$ cat config.mk
export PLATFORM = sky130hd
export DESIGN_NAME = bin_bcd_conv_flat
export DESIGN_NICKNAME = d
export VERILOG_FILES = /design/src/rtl/bin_bcd_pkg.sv /design/src/rtl/bin_bcd_conv_if.sv /design/src/rtl/bcd_add3.sv /design/src/rtl/bin_bcd_conv.sv /design/src/flat_wrapper.sv
export SDC_FILE = /design/constraint.sdc
export NUM_CORES = 1
export LEC_CHECK = 0
export CAP_MARGIN = 20
export CORE_MARGIN = 4
export CORE_UTILIZATION = 35
export DETAILED_ROUTE_END_ITERATION = 16
export PLACE_DENSITY = 0.54
export SYNTH_ARGS = -nofsm -noshare
export SYNTH_HDL_FRONTEND = slang
export SYNTH_SLANG_ARGS = --single-unit
$ cat constraint.sdc
create_clock -name clk_i -period 2.3 [get_ports clk_i]
set_clock_uncertainty 0.15 [all_clocks]
set_input_delay 0.46 -clock clk_i [delete_from_list [all_inputs] [get_ports clk_i]]
set_output_delay 0.46 -clock clk_i [all_outputs]
set_load 0.02 [all_outputs]
$ cat src/rtl/bin_bcd_pkg.sv
// Shared types and sizing for the binary-to-BCD converter.
// Holds the FSM state enum and the datapath widths used by the
// converter top, its digit-correction cells and the bus interface.
package bin_bcd_pkg;

    localparam int unsigned BIN_W   = 8;   // binary input width
    localparam int unsigned BCD_MAX = 99;  // largest value representable in two digits
    localparam int unsigned CNT_W   = 3;   // shift counter width (counts 0..7)
    localparam int unsigned DIG_W   = 4;   // one BCD digit
    localparam int unsigned HUND_W  = 2;   // internal hundreds digit (max 2 for 8-bit input)

    typedef enum logic [0:0] {
        IDLE = 1'b0,
        CONV = 1'b1
    } state_e;

endpackage

$ cat src/rtl/bin_bcd_conv_if.sv
// Request/result bus of the binary-to-BCD converter.
// Signals:
//   start_i  conversion request (master -> slave)
//   bin_i    unsigned binary value (master -> slave)
//   busy_o   conversion in progress (slave -> master)
//   valid_o  one-cycle pulse, bcd_o updated (slave -> master)
//   bcd_o    packed BCD {tens, units} (slave -> master)
//   ovf_o    last converted value exceeded 99 (slave -> master)
// Modports: master (requester), slave (converter).
interface bin_bcd_conv_if;
    import bin_bcd_pkg::*;

    logic                   start_i;
    logic [BIN_W-1:0]       bin_i;
    logic                   busy_o;
    logic                   valid_o;
    logic [2*DIG_W-1:0]     bcd_o;
    logic                   ovf_o;

    modport master (
        output start_i,
        output bin_i,
        input  busy_o,
        input  valid_o,
        input  bcd_o,
        input  ovf_o
    );

    modport slave (
        input  start_i,
        input  bin_i,
        output busy_o,
        output valid_o,
        output bcd_o,
        output ovf_o
    );

endinterface

$ cat src/rtl/bcd_add3.sv
// Double-dabble digit correction: adds 3 to a BCD digit that is >= 5 so
// the following left shift carries correctly into the next digit.
// Ports:
//   digit    current 4-bit BCD digit
//   fixed_c  corrected digit (combinational)
module bcd_add3
    import bin_bcd_pkg::*;
(
    input  logic [DIG_W-1:0] digit,
    output logic [DIG_W-1:0] fixed_c
);

    assign fixed_c = (digit >= DIG_W'(5)) ? digit + DIG_W'(3) : digit;

endmodule

$ cat src/rtl/bin_bcd_conv.sv
// Sequential 8-bit binary to 2-digit packed BCD converter using the
// shift-add-3 (double-dabble) algorithm, one bit per clock; the result
// appears exactly 8 clocks after the accepting edge.
// Ports:
//   clk_i    system clock, rising edge
//   rst_n_i  synchronous active-low reset
//   bus      bin_bcd_conv_if.slave (start_i, bin_i, busy_o, valid_o, bcd_o, ovf_o)
// Build option BIN_BCD_SAT_EN: when defined, inputs above 99 saturate to 99
// at load; when undefined, a 2-bit hundreds digit is kept internally and the
// output is the value mod 100. ovf_o is the same in both builds.
module bin_bcd_conv
    import bin_bcd_pkg::*;
(
    input  logic            clk_i,
    input  logic            rst_n_i,
    bin_bcd_conv_if.slave   bus
);

    localparam logic [0:0] ST_IDLE = 1'(IDLE);
    localparam logic [0:0] ST_CONV = 1'(CONV);

    logic [0:0]         state,   state_nxt;
    logic [CNT_W-1:0]   cnt,     cnt_nxt;
    logic [BIN_W-1:0]   bin_sr,  bin_nxt;
    logic [DIG_W-1:0]   tens,    tens_nxt;
    logic [DIG_W-1:0]   units,   units_nxt;
`ifndef BIN_BCD_SAT_EN
    logic [HUND_W-1:0]  hund,    hund_nxt;
`endif
    logic               busy,    busy_nxt;
    logic               valid,   valid_nxt;
    logic [2*DIG_W-1:0] bcd,     bcd_nxt;
    logic               ovf,     ovf_nxt;

    logic [DIG_W-1:0]   tens_fix;
    logic [DIG_W-1:0]   units_fix;
    logic [BIN_W-1:0]   load_val;
    logic               in_ovf;

    // One correction cell per BCD digit
    bcd_add3 u_add3_units (.digit(units), .fixed_c(units_fix));
    bcd_add3 u_add3_tens  (.digit(tens),  .fixed_c(tens_fix));

    assign in_ovf = (bus.bin_i > BIN_W'(BCD_MAX));

`ifdef BIN_BCD_SAT_EN
    assign load_val = in_ovf ? BIN_W'(BCD_MAX) : bus.bin_i;
`else
    assign load_val = bus.bin_i;
`endif

    // Next-state and datapath update
    always_comb begin
        state_nxt = state;
        cnt_nxt   = cnt;
        bin_nxt   = bin_sr;
        tens_nxt  = tens;
        units_nxt = units;
`ifndef BIN_BCD_SAT_EN
        hund_nxt  = hund;
`endif
        busy_nxt  = busy;
        valid_nxt = 1'b0;
        bcd_nxt   = bcd;
        ovf_nxt   = ovf;

        if (state == ST_IDLE) begin
            if (bus.start_i) begin
                state_nxt = ST_CONV;
                cnt_nxt   = '0;
                bin_nxt   = load_val;
                tens_nxt  = '0;
                units_nxt = '0;
`ifndef BIN_BCD_SAT_EN
                hund_nxt  = '0;
`endif
                busy_nxt  = 1'b1;
                ovf_nxt   = in_ovf;
            end
        end else begin
            // Correct digits, then shift the whole register left by one
`ifdef BIN_BCD_SAT_EN
            {tens_nxt, units_nxt, bin_nxt} = {tens_fix, units_fix, bin_sr} << 1;
`else
            {hund_nxt, tens_nxt, units_nxt, bin_nxt} =
                {hund, tens_fix, units_fix, bin_sr} << 1;
`endif
            cnt_nxt = cnt + CNT_W'(1);
            // Eighth shift: publish the result; start_i is not looked at here
            if (cnt == CNT_W'(BIN_W - 1)) begin
                state_nxt = ST_IDLE;
                busy_nxt  = 1'b0;
                valid_nxt = 1'b1;
                bcd_nxt   = {tens_nxt, units_nxt};
            end
        end
    end

    // State and output registers
    always_ff @(posedge clk_i) begin
        if (!rst_n_i) begin
            state  <= ST_IDLE;
            cnt    <= '0;
            bin_sr <= '0;
            tens   <= '0;
            units  <= '0;
`ifndef BIN_BCD_SAT_EN
            hund   <= '0;
`endif
            busy   <= 1'b0;
            valid  <= 1'b0;
            bcd    <= '0;
            ovf    <= 1'b0;
        end else begin
            state  <= state_nxt;
            cnt    <= cnt_nxt;
            bin_sr <= bin_nxt;
            tens   <= tens_nxt;
            units  <= units_nxt;
`ifndef BIN_BCD_SAT_EN
            hund   <= hund_nxt;
`endif
            busy   <= busy_nxt;
            valid  <= valid_nxt;
            bcd    <= bcd_nxt;
            ovf    <= ovf_nxt;
        end
    end

    assign bus.busy_o  = busy;
    assign bus.valid_o = valid;
    assign bus.bcd_o   = bcd;
    assign bus.ovf_o   = ovf;

endmodule

$ cat src/flat_wrapper.sv
// flat-port wrapper written by rule: the top's interface ports become plain ports
module bin_bcd_conv_flat import bin_bcd_pkg::*;
  (clk_i, rst_n_i, bus_start_i, bus_bin_i, bus_busy_o, bus_valid_o, bus_bcd_o, bus_ovf_o);
  bin_bcd_conv_if bus_i ();
  input  logic clk_i;
  input  logic rst_n_i;
  input wire logic [$bits(bus_i.start_i)-1:0] bus_start_i;
  input wire logic [$bits(bus_i.bin_i)-1:0] bus_bin_i;
  output wire logic [$bits(bus_i.busy_o)-1:0] bus_busy_o;
  output wire logic [$bits(bus_i.valid_o)-1:0] bus_valid_o;
  output wire logic [$bits(bus_i.bcd_o)-1:0] bus_bcd_o;
  output wire logic [$bits(bus_i.ovf_o)-1:0] bus_ovf_o;
  assign bus_i.start_i = bus_start_i;
  assign bus_i.bin_i = bus_bin_i;
  assign bus_busy_o = bus_i.busy_o;
  assign bus_valid_o = bus_i.valid_o;
  assign bus_bcd_o = bus_i.bcd_o;
  assign bus_ovf_o = bus_i.ovf_o;
  bin_bcd_conv u_core (.clk_i(clk_i), .rst_n_i(rst_n_i), .bus(bus_i));
endmodule
* Yosys cells after proc, flatten, opt, wreduce, memory -nomap -nowiden
Index checks and enable logic that the tools add are counted. Widths: inputs -> output; s select.
Word-level totals: bits in writable memories 0, register bits 31, output and inout bits 11, input bits 11, memories 0, bits in latches 0, logic and storage cells 42, ROM bits 0
Cells by class: bitwise logic cells 2, $lt $le $gt $ge 3, divide/modulo/power cells 0, reduce and logical (&&, ||, !) cells 6, muxes and demuxes 16, add/sub/neg operators 3, eq/ne operators 2, multipliers 0, shifts and indexed selects 0
Operators by type and width (count):
- $mux 4 | 4
- $mux 8 | 2
- $mux 3 | 3
- $ge 4x3->1 const B | 2
- $gt 8x7->1 const B | 1
- $reduce_and 2->1 | 4
- $mux 1 | 7
- $add 4x2->4 const B | 1
- $add 3x1->3 const B | 1
- $add 3x2->3 const B | 1
- $eq 3x3->1 const B | 1
- $ne 2x2->1 const B | 1
- $not 1->1 | 2
- $reduce_bool 2->1 | 1
- $reduce_or 2->1 | 1

* Longest topological paths before layout
Gate-level depths: netlist of run 1.
depth in word-level cells 3, mapped depth 6, mapped depth without buffers 6

* Cells and area by module
A second synthesis of run 1 with hierarchy kept.
Unflattened totals: cells, all modules 173, area, all modules 1517.7 sq um
Modules (own cells, without submodules):
- bin_bcd_conv | instances 1, cells each 141, seq. area each 620.6 sq um, area each 1315.0 sq um
- bcd_add3 | instances 2, cells each 16, seq. area each 0.0 sq um, area each 101.3 sq um

* Least setup slack after synthesis of run 1
Ideal clock, no wire load.
kind reg2reg, start register u_core.tens[0], end register u_core.tens[2], required time 2.083 ns, path buffers 0, arrival time 1.367 ns, setup slack 0.716 ns, setup time 0.067 ns, stages on the path, launching flop included 7, clock period less this slack 1.584 ns, cell sequence dfxtp_1 > inv_1 > ha_1 > nand2b_1 > a21oi_2 > mux2_4 > o21ai_2
On the way: word-level cells in the longest chain between the ends 3, elaborated cells on any way between the ends 4, classes of those cells add/sub (1); order compare (1); mux (2)
RTL lines:
- start, declared | RTL line bin_bcd_conv.sv:25 | logic [DIG_W-1:0] tens, tens_nxt;
- start signal, assigned | RTL line bin_bcd_conv.sv:118 | tens <= tens_nxt;
- $ge 4x3->1 / $add 3x2->3 (equally long branches) | RTL line bcd_add3.sv:13 | assign fixed_c = (digit >= DIG_W'(5)) ? digit + DIG_W'(3) : digit;
- $mux 3 * | RTL line bcd_add3.sv:13
- $mux 4 * | RTL line bin_bcd_conv.sv:67 | if (state == ST_IDLE) begin
Mark *: on every way between the ends. The rest lies on a longest branch, timed or not. A chain may end at the register's enable or synchronous reset.

* Final worst setup path of run 1
start register u_core.bcd[1] (netlist: u_core.bus.bcd_o[1]), end output port bus_bcd_o[1]
RTL lines:
- start, declared | RTL line bin_bcd_conv.sv:32 | logic [2*DIG_W-1:0] bcd, bcd_nxt;
- start signal, assigned | RTL line bin_bcd_conv.sv:125 | bcd <= bcd_nxt;
- end, declared | RTL line flat_wrapper.sv:11 | output wire logic [$bits(bus_i.bcd_o)-1:0] bus_bcd_o;
No word-level cell between the ends.

==> out/results.txt, run 1 <==
initial antenna violation count: 0
CP cell instances: clkdlybuf4s50_1
GRT Total Usage: 12.1%
CP bufs+invs: 1
hpwl dp: 2020 um
CTS root buf: clkbuf_8
R2R Setup Slk: 0.50 ns
hold_buf cts: 0
largest family of logic cells by synthesized area: simple AND/OR/NAND/NOR gates
CTS tree: built
IO Port Bufs: 21
die height: 72.1 um
fin crit share: 79.1%
Initial Util: 36.2%
fmax: 0.550 GHz
Crit path arrival time: 1.21 ns
Synth Area in Adders: 5.23%
EDFF count, synth: 0
CP Capture Type: primary output
Clock Power Share: 37.1%
cell area power density: 597 mW/mm^2
largest net degree at the start of global routing: 18
post-layout min period: 1.82 ns
CP top delay family: buffers and inverters
core area: 0.00397 mm^2
# setup viols final: 0
switching power: 249 uW
Synth Area in Compound Gates: 18.2%
Slew @ Worst Pin: 0.450 ns
DR pass1 iterations: 4
Worst Reg2Reg Path Length in Cells: 6
Detailed Route Iter0 Violations: 29
DRC: 0
number of global-route vias before repair: 1083
htree depth: 2
Reg-to-Reg Start: u_core.tens[0]$_SDFFE_PN0P_
vias per cell: 4.86
worst reg2reg endpoint: u_core.tens[2]$_SDFFE_PN0P_
Lkg Pwr: 0.651 nW
Hold/Removal Path Class: register to register
post-synthesis sequential area ratio: 43.2%
max-cap violation count: 0
Yosys top cell by area: dfxtp_1
share of layout cells above drive strength 1: 12.1%
DR vias: 1088
DIE AREA: 0.00519 mm^2
hold path endpoint: u_core.bus.bcd_o[3]$_SDFFE_PN0P_
Sink Count: 31
synth top area cells: dfxtp_1 (43%), mux2i_1 (6.3%), ha_1 (5.2%)
Internal Power: 804 uW
mux cell area share after synthesis: 8.36%
Sw Ratio: 23.6%
# IOs: 22
clock-pin slew on the worst setup and hold paths: 0.06 ns
GRT overflow: 0
crit-path max cell delay: 0.60 ns
Syn Area/Cell: 9.58 um^2
Worst Hold Path Cells: 2
top-area cell type share of the netlist area: 43.2%
Ys Warns: 0
Mapped Cells: 150
synthesis-stage register bit count: 31
XOR/XNOR Fraction of Synth Area: 1.22%
fin. max-slew vios: 0
post-CTS setup repair buffer count: 0
Cell variety after synth: 37
hold_sp: u_core.bus.bcd_o[3]$_SDFFE_PN0P_
sequential power share: 53.5%
slowest CP cell: clkdlybuf4s50_1
Peak VDD IR: 347 uV
Hold Vio Cnt, Final: 0
GP Congestion: 0.803
WL per Instance: 12.6 um
Main synth FF type: dfxtp_1
fin cells: 224
syn_nets: 167
Simple-Gate Fraction of Synth Area: 18.9%
FILL cells: 403
# rows: 23
register area: 621 um^2
P&R area growth vs syn: 22.8%
final setup TNS: 0 ns
Post-DRT Antenna Nets: 0
RSZ-0062 raised after global routing: no
first-pass GRT wire length: 4860 um
TritonCTS buffer count: 5
placed insts: 218
CP max FO: 2
clk_lat worst skew: 0.28 ns
drt total wl: 2810 um
status: finished, final reports clean
commonest cells after routing, fill and taps aside: dfxtp_1 (31), clkdlybuf4s50_1 (21), nand2_1 (15)
crit path kind: register to primary output
Die W: 72.1 um
mapped cell area: 0.00144 mm^2
nets@finish: 192
Max-slew headroom: 69.9%
Max Buffers Root-to-Sink: 2
CP Data Required Time: 1.69 ns
commonest non-fill, non-tap cell in the layout: dfxtp_1
Async SR Flop Fraction: 0%
multi-input logic area: 746 um^2
Combinational Power Share: 9.3%
diodes inserted: 0
post-cts resize count: 0
crit start category: register
[cell type report]
class / count / share of cell area (%)
clock buffer: 6 / 4.11
inverter: 6 / 1.28
multi-input combinational: 106 / 42.3
sequential: 31 / 35.2
tap: 50 / 3.55
timing repair buffer: 25 / 13.6
[registers in the layout, summed over array words and instances, names as in the netlist]
| signal | count |
|---|---|
| u_core.bin_sr | 8 |
| u_core.bus.bcd_o | 8 |
| u_core.tens | 4 |
| u_core.units | 4 |
| u_core.cnt | 3 |
| u_core.bus.busy_o | 1 |
| u_core.bus.ovf_o | 1 |
| u_core.bus.valid_o | 1 |
| u_core.state | 1 |
[cell usage after synthesis (2+ instances only)]
cell,instances
dfxtp_1,31
nand2_1,15
mux2i_1,9
o21ai_0,8
a21oi_1,7
and2_1,7
nor3b_1,7
o21ai_1,7
ha_1,6
inv_1,5
nor2b_1,5
nand3_1,4
o21ai_2,4
buf_4,3
nand2b_1,3
a21boi_1,2
a21oi_2,2
buf_2,2
mux2_4,2
nor2_1,2
o32ai_1,2
xnor2_1,2
[layer usage]
metal / up-vias / global-route usage, % / routed length [um]
li1: 567 / - / -
met1: 491 / 14.3 / 1260
met2: 25 / 20.0 / 1340
met3: 5 / 4.16 / 164
met4: 0 / 5.01 / 50
met5: - / 0 / 0
[metrics by stage]
step                      worst slack, ns  util, %  hold WS, ns  instance area (um^2)  power (mW)
after floorplan                     0.716        -        0.310                  1440       0.637
after global placement              0.362     42.6        0.285                  1690       0.673
after detailed placement            0.342     42.6        0.295                  1690       0.675
after CTS                           0.466     44.4        0.304                  1760        1.06
after global routing                0.410     44.4        0.322                  1760        1.10
final                               0.480     44.4        0.296                  1760        1.05
[how the worst max path moves through the flow]
stage          cells past startpoint                        startpoint                          endpoint  slack [ns]
6_report                           1  u_core.bus.bcd_o[1]$_SDFFE_PN0P_                      bus_bcd_o[1]        0.48
5_1_grt                            6       u_core.tens[0]$_SDFFE_PN0P_       u_core.tens[2]$_SDFFE_PN0P_        0.41
4_1_cts                            1  u_core.bus.bcd_o[7]$_SDFFE_PN0P_                      bus_bcd_o[7]        0.47
3_5_place_dp                       3                           rst_n_i  u_core.bus.bcd_o[0]$_SDFFE_PN0P_        0.34
3_3_place_gp                       3                           rst_n_i  u_core.bus.bcd_o[0]$_SDFFE_PN0P_        0.36
2_1_floorplan                      6       u_core.tens[0]$_SDFFE_PN0P_       u_core.tens[2]$_SDFFE_PN0P_        0.72
[logic make-up after synthesis]
group | after synthesis
adder cells (fa/ha/maj) | 6
AND/OR/NAND/NOR | 49
AO/OA/AOI/OAI | 38
buffers and inverters | 13
flip-flops | 31
XOR/XNOR | 2
multiplexers | 11
[power by group through the flow]
stage          logic (mW)  registers, mW  clock network (mW)
5_1_grt             0.111          0.566               0.419
6_report           0.0984          0.564               0.391
4_1_cts             0.100          0.564               0.400
3_5_place_dp       0.0995          0.576                   0
3_3_place_gp       0.0979          0.575                   0
2_1_floorplan      0.0632          0.574                   0
Note: power is estimated with default switching activity, not from simulation.
==> inputs of run 2 (changes only) <==
==> constraint.sdc (replaced) <==
create_clock -name clk_i -period 1.83 [get_ports clk_i]
set_clock_uncertainty 0.15 [all_clocks]
set_input_delay 0.366 -clock clk_i [delete_from_list [all_inputs] [get_ports clk_i]]
set_output_delay 0.366 -clock clk_i [all_outputs]
set_load 0.02 [all_outputs]
==> out/results.txt, run 2 (same netlist as run 1, synthesis figures left out) <==
fmax: 0.581 GHz
Max-slew headroom: 64.2%
CP Data Required Time: 1.31 ns
Peak VDD IR: 388 uV
GRT Total Usage: 12.9%
fin cells: 230
drt total wl: 2900 um
post-route cell area: 0.00183 mm^2
# setup viols final: 0
Die W: 72.1 um
Hold Vio Cnt, Final: 0
commonest cells after routing, fill and taps aside: dfxtp_1 (31), clkdlybuf4s50_1 (21), nand2_1 (15)
clock-pin slew on the worst setup and hold paths: 0.06 ns
Detailed Route Iter0 Violations: 70
largest net degree at the start of global routing: 16
cell area power density: 755 mW/mm^2
# rows: 23
worst hold margin: 0.293 ns
DRC: 0
hold_sp: u_core.bus.bcd_o[3]$_SDFFE_PN0P_
Hold/Removal Path Class: register to register
first-pass GRT wire length: 5190 um
number of global-route vias before repair: 1078
Crit. Startpoint: u_core.bus.bcd_o[2]$_SDFFE_PN0P_
commonest non-fill, non-tap cell in the layout: dfxtp_1
CP bufs+invs: 1
RSZ-0062 raised after global routing: no
crit-path max cell delay: 0.60 ns
nets@finish: 197
TritonCTS buffer count: 5
CP max FO: 2
CTS root buf: clkbuf_8
post-layout min period: 1.72 ns
slowest CP cell: clkdlybuf4s50_1
CP cell instances: clkdlybuf4s50_1
crit start category: register
Lkg Pwr: 0.689 nW
hold_buf cts: 0
max-cap violation count: 0
IO Port Bufs: 21
Max Buffers Root-to-Sink: 2
Slew @ Worst Pin: 0.536 ns
GRT overflow: 0
core area: 0.00397 mm^2
CP top delay family: buffers and inverters
fin. max-slew vios: 0
WL per Instance: 12.6 um
vias per cell: 4.85
diodes inserted: 0
DR vias: 1116
DR pass1 iterations: 4
crit path kind: register to primary output
CTS tree: built
initial antenna violation count: 0
post-CTS setup repair buffer count: 0
DIE AREA: 0.00519 mm^2
# IOs: 22
hpwl dp: 2110 um
Initial Util: 36.2%
fin crit share: 94.1%
clk_lat worst skew: 0.28 ns
Sink Count: 31
die height: 72.1 um
P&R area growth vs syn: 27.4%
Placed Instance Area: 0.00174 mm^2
Reg-to-Reg Start: u_core.tens[0]$_SDFFE_PN0P_
fin util: 46.1%
placed insts: 223
Crit path arrival time: 1.21 ns
share of layout cells above drive strength 1: 15.6%
status: finished, final reports clean
Post-DRT Antenna Nets: 0
htree depth: 2
final setup TNS: 0 ns
GP Congestion: 0.782
CP Capture Type: primary output
post-cts resize count: 0
run 2: cell count changes in the layout (fill, tap and decap cells not counted):
cell / change
buf_12: +1
buf_4: +4
clkbuf_1: -1
clkbuf_8: +1
clkinv_2: +1
run 2: worst paths after layout:
check                                           to  depth (start not counted)  slack, ns
hold / removal    u_core.bus.bcd_o[3]$_SDFFE_PN0P_                          2       0.29
setup reg to reg       u_core.tens[2]$_SDFFE_PN0P_                          6       0.12
setup / recovery                      bus_bcd_o[2]                          1       0.11
hold reg to reg   u_core.bus.bcd_o[3]$_SDFFE_PN0P_                          2       0.29
run 2: area by class of cell:
cell class / count / area (um^2)
Fill cell: 371 / 2140
Clock inverter: 1 / 5.00
Sequential cell: 31 / 621
Multi-Input combinational cell: 106 / 746
Inverter: 6 / 22.5
Tap cell: 50 / 62.6
Clock buffer: 6 / 82.6
Timing Repair Buffer: 30 / 290
run 2: routing by layer:
layer / global-route usage [%] / part of all wire [%] / vias up
met5: 0 / 0 / -
met4: 5.64 / 2.0 / 0
met3: 4.85 / 4.8 / 6
met2: 19.7 / 46 / 25
met1: 16.2 / 47 / 508
li1: - / - / 577
run 2: report_power, final:
part | total [mW] | internal [mW] | switching [mW]
logic | 0.136 | 0.0733 | 0.0623
clock network | 0.534 | 0.294 | 0.240
registers | 0.710 | 0.694 | 0.0165
total | 1.38 | 1.06 | 0.319
run 2: through the flow:
stage                     setup slack, ns  power (mW)
after floorplan                     0.246       0.801
after global placement             0.0407       0.859
after detailed placement           0.0382       0.861
after CTS                          0.0840        1.41
after global routing               0.0163        1.46
final                               0.109        1.38
==> inputs of run 3 (changes only) <==
--- a/config.mk
+++ b/config.mk
@@ -6,10 +6,11 @@
 export NUM_CORES = 1
 export LEC_CHECK = 0
 export CAP_MARGIN = 20
-export CORE_MARGIN = 4
 export CORE_UTILIZATION = 35
 export DETAILED_ROUTE_END_ITERATION = 16
 export PLACE_DENSITY = 0.54
+export SETUP_SLACK_MARGIN = 0.2
+export SKIP_LAST_GASP = 1
 export SYNTH_ARGS = -nofsm -noshare
 export SYNTH_HDL_FRONTEND = slang
 export SYNTH_SLANG_ARGS = --single-unit
==> out/results.txt, run 3 (same netlist as run 1, synthesis figures left out) <==
clock-pin slew on the worst setup and hold paths: 0.06 ns
fin crit share: 88.2%
FILL cells: 370
# setup viols final: 0
# IOs: 22
P&R area growth vs syn: 29.4%
IO Port Bufs: 21
hold_sp: u_core.bus.bcd_o[7]$_SDFFE_PN0P_
vias per cell: 4.97
hpwl dp: 2220 um
crit-path max cell delay: 0.35 ns
Crit path arrival time: 1.65 ns
status: finished, final reports clean
RSZ-0062 raised after global routing: yes
Hold Vio Cnt, Final: 0
share of layout cells above drive strength 1: 19.6%
max-cap violation count: 0
Max-slew headroom: 63.9%
DIE AREA: 0.00436 mm^2
die height: 66.1 um
CP bufs+invs: 1
TritonCTS buffer count: 5
DR pass1 iterations: 4
DRC: 0
CTS tree: built
Max Buffers Root-to-Sink: 2
commonest non-fill, non-tap cell in the layout: dfxtp_1
first-pass GRT wire length: 4940 um
fmax: 0.619 GHz
GRT Total Usage: 15.6%
Initial Util: 37.8%
core area: 0.00380 mm^2
Crit. Startpoint: u_core.units[1]$_SDFFE_PN0P_
GP Congestion: 0.733
WL per Instance: 13.5 um
Die W: 66.1 um
Reg-to-Reg Start: u_core.units[1]$_SDFFE_PN0P_
diodes inserted: 0
Post-DRT Antenna Nets: 0
crit path kind: register to register
hold_buf cts: 0
largest net degree at the start of global routing: 15
htree depth: 2
CP Capture Type: register
Lkg Pwr: 0.741 nW
placed insts: 220
crit start category: register
CP max FO: 4
post-layout min period: 1.61 ns
number of global-route vias before repair: 1109
CP Data Required Time: 1.87 ns
fin cells: 227
commonest cells after routing, fill and taps aside: dfxtp_1 (30), nand2_1 (15), dlygate4sd2_1 (11)
Sink Count: 31
final setup TNS: 0 ns
CTS root buf: clkbuf_8
Hold/Removal Path Class: register to register
Slew @ Worst Pin: 0.540 ns
Detailed Route Iter0 Violations: 15
GRT overflow: 0
slowest CP cell: mux2_4
CP top delay family: multiplexers
initial antenna violation count: 0
nets@finish: 197
CP cell instances: inv_2 > ha_1 > nand2b_4 > a21oi_4 > mux2_4 > o32ai_4
cell area power density: 713 mW/mm^2
# rows: 22
clk_lat worst skew: 0.28 ns
Peak VDD IR: 328 uV
fin. max-slew vios: 0
DR vias: 1128
drt total wl: 3060 um
## run 3: path summary, 6_finish.rpt
check,depth (start not counted),endpoint,slack (ns)
worst max-delay path,6,u_core.units[2]$_SDFFE_PN0P_,0.22
worst min-delay path,2,u_core.bus.bcd_o[7]$_SDFFE_PN0P_,0.29
worst max register to register,6,u_core.units[2]$_SDFFE_PN0P_,0.22
worst min register to register,2,u_core.bus.bcd_o[7]$_SDFFE_PN0P_,0.29
## run 3: cell type report
cell class              instances  area [um^2]  share of cell area (%)
multi-input cells             106          805                    43.3
repair buffers                 30          277                    14.9
inverters                       6         22.5                    1.21
clock buffers                   6         72.6                    3.91
well taps                      48         60.1                    3.23
flip-flops and latches         31          622                    33.5
## run 3: power by group
part | switching (mW) | total, mW | internal [mW]
clock | 0.226 | 0.478 | 0.253
combinational | 0.0636 | 0.135 | 0.0718
sequential | 0.0165 | 0.711 | 0.694
## run 3: through the flow
stage               setup slack, ns  instance area (um^2)  power (mW)  hold WS, ns  utilization (%)
floorplan                     0.246                  1440       0.801        0.310                -
global placement             0.0444                  1730       0.855        0.287             45.6
detailed placement           0.0282                  1730       0.859        0.290             45.6
CTS                           0.156                  1820        1.34        0.296             47.8
global route                  0.178                  1860        1.39        0.312             48.9
finish                        0.216                  1860        1.32        0.290             48.9
## run 3: per-layer routing
metal  vias to the layer above  global-route usage (%)  routed length [um]
li1                        577                       -                   -
met1                       517                    15.6                1350
met2                        29                    28.8                1520
met3                         5                    5.86                 139
met4                         0                    6.38                  51
met5                         -                       0                   0
## run 3: worst reg2reg max path, delay by kind of cell, from the launching register on
kind            cells  cell delay [ns]
flops               1             0.33
mux                 1             0.35
buf+inv             1             0.06
fa+ha+maj           1             0.18
simple gates        1             0.15
compound gates      2             0.30
## run 3: timing repair
item	4_1_cts	5_1_grt
endpoints found under the hold margin	0	0
resized for setup	16	8
pin swaps	2	2
setup buffers	0	1
endpoints found under the setup margin	16	6
